## src/rtl/fifo_ser_pkg.sv

```systemverilog
// rtl/fifo_ser_pkg.sv - shared state encoding and sizing helper for the bit serializer
package fifo_ser_pkg;

  typedef enum logic [1:0] {
    IDLE  = 2'd0,
    SHIFT = 2'd1,
    PAR   = 2'd2
  } ser_state_e;

  // Bit-index width; never below 1 so the counter always exists.
  function automatic int bcnt_w(input int width);
    return (width > 1) ? $clog2(width) : 1;
  endfunction

endpackage

```

## src/rtl/fifo_bit_serializer.sv

```systemverilog
// rtl/fifo_bit_serializer.sv - parallel word to 1-bit FIFO pusher with optional even parity
module fifo_bit_serializer
  import fifo_ser_pkg::*;
#(
  parameter int WIDTH     = 8,
  parameter int MSB_FIRST = 1,
  parameter int PARITY_EN = 0,
  parameter int CNT_W     = 16
) (
  input  logic             CLK,
  input  logic             RST_N,
  input  logic             in_valid,
  output logic             in_ready,
  input  logic [WIDTH-1:0] in_data,
  output logic             enq,
  output logic             din,
  input  logic             full,
  output logic             busy,
  output logic [CNT_W-1:0] word_count
);

  localparam int BCNT_W = bcnt_w(WIDTH);
  localparam logic [BCNT_W-1:0] LAST_BIT = BCNT_W'(WIDTH - 1);

  ser_state_e        state_q, state_d;
  logic [WIDTH-1:0]  sreg_q, sreg_d;
  logic [BCNT_W-1:0] bcnt_q, bcnt_d;
  logic              par_q, par_d;
  logic [CNT_W-1:0]  cnt_q, cnt_d;

  always_ff @(posedge CLK or negedge RST_N) begin
    if (!RST_N) begin
      state_q <= IDLE;
      sreg_q  <= '0;
      bcnt_q  <= '0;
      par_q   <= 1'b0;
      cnt_q   <= '0;
    end else begin
      state_q <= state_d;
      sreg_q  <= sreg_d;
      bcnt_q  <= bcnt_d;
      par_q   <= par_d;
      cnt_q   <= cnt_d;
    end
  end

  always_comb begin
    state_d  = state_q;
    sreg_d   = sreg_q;
    bcnt_d   = bcnt_q;
    par_d    = par_q;
    cnt_d    = cnt_q;
    in_ready = 1'b0;
    enq      = 1'b0;
    din      = 1'b0;

    case (state_q)
      IDLE: begin
        in_ready = 1'b1;
        if (in_valid) begin
          sreg_d  = in_data;
          bcnt_d  = '0;
          par_d   = ^in_data;
          state_d = SHIFT;
        end
      end

      SHIFT: begin
        din = (MSB_FIRST != 0) ? sreg_q[WIDTH-1] : sreg_q[0];
        // full freezes every register so the same bit is re-offered next cycle.
        if (!full) begin
          enq    = 1'b1;
          sreg_d = (MSB_FIRST != 0) ? {sreg_q[WIDTH-2:0], 1'b0}
                                    : {1'b0, sreg_q[WIDTH-1:1]};
          bcnt_d = bcnt_q + BCNT_W'(1);
          if (bcnt_q == LAST_BIT) begin
            if (PARITY_EN != 0) begin
              state_d = PAR;
            end else begin
              state_d = IDLE;
              cnt_d   = cnt_q + CNT_W'(1);
            end
          end
        end
      end

      PAR: begin
        din = par_q;
        if (!full) begin
          enq     = 1'b1;
          state_d = IDLE;
          cnt_d   = cnt_q + CNT_W'(1);
        end
      end

      default: state_d = IDLE;
    endcase
  end

  assign busy       = (state_q != IDLE);
  assign word_count = cnt_q;

endmodule

```

## config.mk

```make
export PLATFORM = sky130hd
export DESIGN_NAME = fifo_bit_serializer
export DESIGN_NICKNAME = d
export VERILOG_FILES = /design/src/rtl/fifo_ser_pkg.sv /design/src/rtl/fifo_bit_serializer.sv
export SDC_FILE = /design/constraint.sdc
export NUM_CORES = 1
export LEC_CHECK = 0
export CAP_MARGIN = 10
export CELL_PAD_IN_SITES_DETAIL_PLACEMENT = 1
export CELL_PAD_IN_SITES_GLOBAL_PLACEMENT = 1
export CORE_UTILIZATION = 41
export DETAILED_ROUTE_END_ITERATION = 7
export PLACE_DENSITY = 0.93
export RECOVER_POWER = 25
export SKIP_LAST_GASP = 1
export SYNTH_ARGS = -nofsm -noshare
export SYNTH_HDL_FRONTEND = slang
export SYNTH_SLANG_ARGS = --single-unit
```

## constraint.sdc

```tcl
create_clock -name CLK -period 3.2 [get_ports CLK]
set_input_delay 0.8 -clock CLK [delete_from_list [all_inputs] [get_ports CLK]]
set_output_delay 0.8 -clock CLK [all_outputs]
set_load 0.05 [all_outputs]
```

==> reports/results.md, run 1 <==
| Stage | Parameter | This run |
| --- | --- | --- |
| cts | Clock tree from TritonCTS | yes |
| global routing | Largest net degree at the start of global routing | 29 |
| flow run | Max-cap violations | 1 |
| die | Die Wd | 60.3 um |
| power and ir drop | Portion of total power attributed to combinational logic | 38.0% |
| setup path | Category of the most critical setup path | reg -> out |
| cells and area | Number of cells in the finished layout apart from fillers | 205 |
| cells and area | Growth of design area from synthesis to finish | 30.1% |
| global routing | Grt ovf | 0 |
| die | Core Region | 3130 um^2 |
| timing | WHS | 507 ps |
| global routing | Via count of the first global-routing pass | 1173 |
| timing | Period Utilization, post-route | 85.5% |
| routing | Detail-routed via count per cell | 5.31 |
| timing | Final setup fails | 0 |
| cts | Cts repair resizes | 0 |
| cts | Post-CTS setup buffer count | 0 |
| routing | Number of DRC violations after detailed routing | 0 |
| setup path | Slowest Stage Delay on Critical Path | 850 ps |
| timing | Max Fclk | 0.365 GHz |
| timing | Final hold violation count | 0 |
| cts | Clock-pin transition on the worst setup and hold timing paths | 160 ps |
| routing | Via count | 1089 |
| logic synthesis | Cells after Synth | 128 |
| global routing | Gr usage total | 20.3% |
| timing | Final slew viol count | 28 |
| logic synthesis | Sequential area share after synthesis | 50.3% |
| routing | First-pass DRT Iterations | 2 |
| die | Floorplan die height | 60.3 um |
| die | Standard-cell rows | 20 |
| cts | Number of sinks on the clock net | 28 |
| timing | Unrepaired setup endpoints after global routing | false |
| die | Die Footprint | 3640 um^2 |
| die | Effective utilization at floorplan | 44.6% |
| routing | Detailed-route wire length | 3.15 mm |
| global routing | Global-route wire length before repair | 5.45 mm |
| logic synthesis | Number of register bits inferred by synthesis | 28 |
| logic synthesis | Count of flip-flops with a built-in enable after synthesis | 0 |
| logic synthesis | Total standard cell area after synthesis | 1390 um^2 |
| setup path | Worst setup EP type | output port |
| logic synthesis | Most instantiated cells after synthesis | sky130_fd_sc_hd__dfrtp_1 (28), sky130_fd_sc_hd__nand2_1 (13), sky130_fd_sc_hd__xnor2_1 (10) |
| logic synthesis | Synth Warn # | 0 |
| routing | Average detailed-routed wire length per instance | 15.3 um |
| cts | Worst-skew pair later-pin latency | 330 ps |
| routing | DRT iter0 DRCs | 29 |
| setup path | Arrival time of the worst setup path | 1940 ps |
| global routing | GR met1 Demand/Resource | 24.3% |
| logic synthesis | Post-synth top area cell | sky130_fd_sc_hd__dfrtp_1 |
| run status | Failing checks | max-capacitance violations, max-slew violations |
| power and ir drop | Power share of the clock group | 19.2% |
| power and ir drop | Pint | 756 uW |
| setup path | Cells along the critical path | inv_1 > clkdlybuf4s50_1 |
| timing | Max Clock Skew | 5.82 ps |
| power and ir drop | Sw Pwr | 476 uW |
| logic synthesis | Fraction of registers with async set/reset | 100% |
| setup path | Maximum net fanout on the critical path | 11 |
| logic synthesis | Post-Syn Nets | 143 |
| logic synthesis | Portion of synthesized cell area occupied by the leading cell type | 50.3% |
| global routing | Global-route track usage on met2 | 37.8% |
| setup path | Required time reported for the critical path endpoint | 2400 ps |
| timing | Least setup slack across all paths after layout | 463 ps |
| global routing | Global routing met3 resource utilization | 2.38% |
| place | Worst slack, placed | 652 ps |
| cts | Number of buffers created by CTS | 3 |
| cells and area | Share of layout cells above drive strength 1 | 7.45% |
| place | Global placer's final weighted congestion | 0.773 |
| timing | Worst slew margin relative to its limit | -0.128% |
| place | Count of port buffers added during placement | 31 |
| place | HPWL reported at the end of detailed placement | 2.45 mm |
| logic synthesis | Commonest register cell after synthesis | sky130_fd_sc_hd__dfrtp_1 |
| logic synthesis | Netlist cell types | 29 |
| min path | Type of the tightest min-delay check | reg -> reg |
| power and ir drop | Net switching share of the total power | 38.6% |
| cts | Buffer levels on the longest clock path | 2 |
| setup path | Launching element type of the critical path | flip-flop |
| power and ir drop | IR drop worst, VDD | 0.000346 V |
| logic synthesis | Library cell with the highest instance count after synthesis | sky130_fd_sc_hd__dfrtp_1 |
| power and ir drop | Sequential share of power | 42.9% |
| cts | Library cell used as clock root buffer | sky130_fd_sc_hd__clkbuf_4 |
| cells and area | Final design utilization | 58.0% |
| die | Count of pins on the block boundary | 32 |
| global routing | Number of antenna violations at the first check in global routing | 0 |
| power and ir drop | PD cells | 680 nW/um^2 |
| routing | Count of nets left with antenna violations after detail routing | 0 |
| cells and area | Ant diodes | 0 |
| power and ir drop | Static leakage power | 0.821 nW |
| cts | H-tree depth | 1 |
| cells and area | Total number of nets in the final design | 177 |
| run status | Outcome | finished with violations |
| place | Placed cell count | 201 |
| global routing | Routing layer with the top usage in global route | met2 |
| timing | Worst slew pin tran | 1500 ps |
| timing | Final sum of negative setup slack | 0 ps |
| timing | Final critical-path required period | 2740 ps |
| cts | Hold buffers post-CTS | 0 |
| logic synthesis | Avg Synthesized Cell Area | 10.9 um^2 |
| setup path | Slowest cell on the critical path | sky130_fd_sc_hd__clkdlybuf4s50_1 |
| logic synthesis | Top post-synthesis cells by area | sky130_fd_sc_hd__dfrtp_1 (50%), sky130_fd_sc_hd__mux2i_1 (6.5%), sky130_fd_sc_hd__xnor2_1 (6.3%) |
power groups by stage:
stage,sequential [mW],combinational (mW),clock (mW)
3_3_place_gp,0.528,0.444,0
3_5_place_dp,0.536,0.475,0
6_report,0.528,0.468,0.236
4_1_cts,0.529,0.477,0.243
5_1_grt,0.544,0.515,0.253
2_1_floorplan,0.583,0.252,0
registers in the layout, summed over array words and instances (netlist names):
register / flops
word_count: 16
bcnt_q: 3
sreg_q: 8
state_q: 1
cell usage in the layout, fill, tap and decap left out, types with 2 or more instances in the layout:
cell type                          n
sky130_fd_sc_hd__ha_1              3
sky130_fd_sc_hd__a21oi_1           7
sky130_fd_sc_hd__nor2_1            8
sky130_fd_sc_hd__nand2_1          13
sky130_fd_sc_hd__buf_4             2
sky130_fd_sc_hd__nor3_1            2
sky130_fd_sc_hd__a211oi_1          6
sky130_fd_sc_hd__xnor2_1          10
sky130_fd_sc_hd__nor2b_1           6
sky130_fd_sc_hd__nand4_1           2
sky130_fd_sc_hd__dfrtp_1          28
sky130_fd_sc_hd__clkbuf_4          3
sky130_fd_sc_hd__o21ai_0           4
sky130_fd_sc_hd__nand3_1           6
sky130_fd_sc_hd__mux2i_1           9
sky130_fd_sc_hd__clkdlybuf4s50_1  29
sky130_fd_sc_hd__xor2_1            6
sky130_fd_sc_hd__inv_1             2
path summary, 6_finish.rpt:
kind,slack (ps),startpoint,cells past startpoint,end
min reg2reg,510,word_count[13]$_DFFE_PN0P_,1,word_count[13]$_DFFE_PN0P_
max reg2reg,1520,bcnt_q[0]$_DFFE_PN0P_,6,word_count[12]$_DFFE_PN0P_
max,460,state_q[0]$_DFFE_PN0P_,2,in_ready
max in group asynchronous,990,RST_N,2,word_count[1]$_DFFE_PN0P_
min,510,word_count[13]$_DFFE_PN0P_,1,word_count[13]$_DFFE_PN0P_
min in group asynchronous,1350,RST_N,2,word_count[7]$_DFFE_PN0P_
kinds of logic (layout without fill, tap and decap cells):
logic type | after synthesis | count (layout) | synth area share, %
fa+ha+maj | 3 | 3 | 2.69
xor+xnor | 16 | 16 | 10.1
mux | 9 | 9 | 6.46
compound gates | 19 | 19 | 8.08
simple gates | 46 | 46 | 19.9
flops | 28 | 28 | 50.3
buf+inv | 7 | 40 | 2.51
critical path, delay by kind of cell, from the launching register on:
kind                   cells  cell delay, ps
buffers and inverters      2            1070
DFF                        1             540
cell type report:
type | count | area, um^2
timing repair buffer | 34 | 339
clock inverter | 1 | 30.0
clock buffer | 3 | 22.5
fill | 357 | 1320
sequential | 28 | 701
multi-input combinational | 93 | 658
inverter | 2 | 7.51
tap | 44 | 55.1
stage by stage:
stage	cell area, um^2	total power, mW
floorplan	1390	0.835
global placement	1760	0.971
detailed placement	1760	1.01
CTS	1820	1.25
global route	1810	1.31
finish	1810	1.23
layer usage:
layer | part of all wire [%] | wire (um) | vias to the layer above
li1 | - | - | 511
met1 | 41 | 1300 | 547
met2 | 54 | 1710 | 27
met3 | 3.6 | 112 | 4
met4 | 0.79 | 25 | 0
met5 | 0 | 0 | -
No activity file was read; power rests on OpenSTA's default activity.
==> run 2, diff against run 1 <==
Settings changed: ABC_CLOCK_PERIOD_IN_PS set to 3200.
==> results of run 2 <==
Final layout, timing and power as in run 1 (identical DEF).
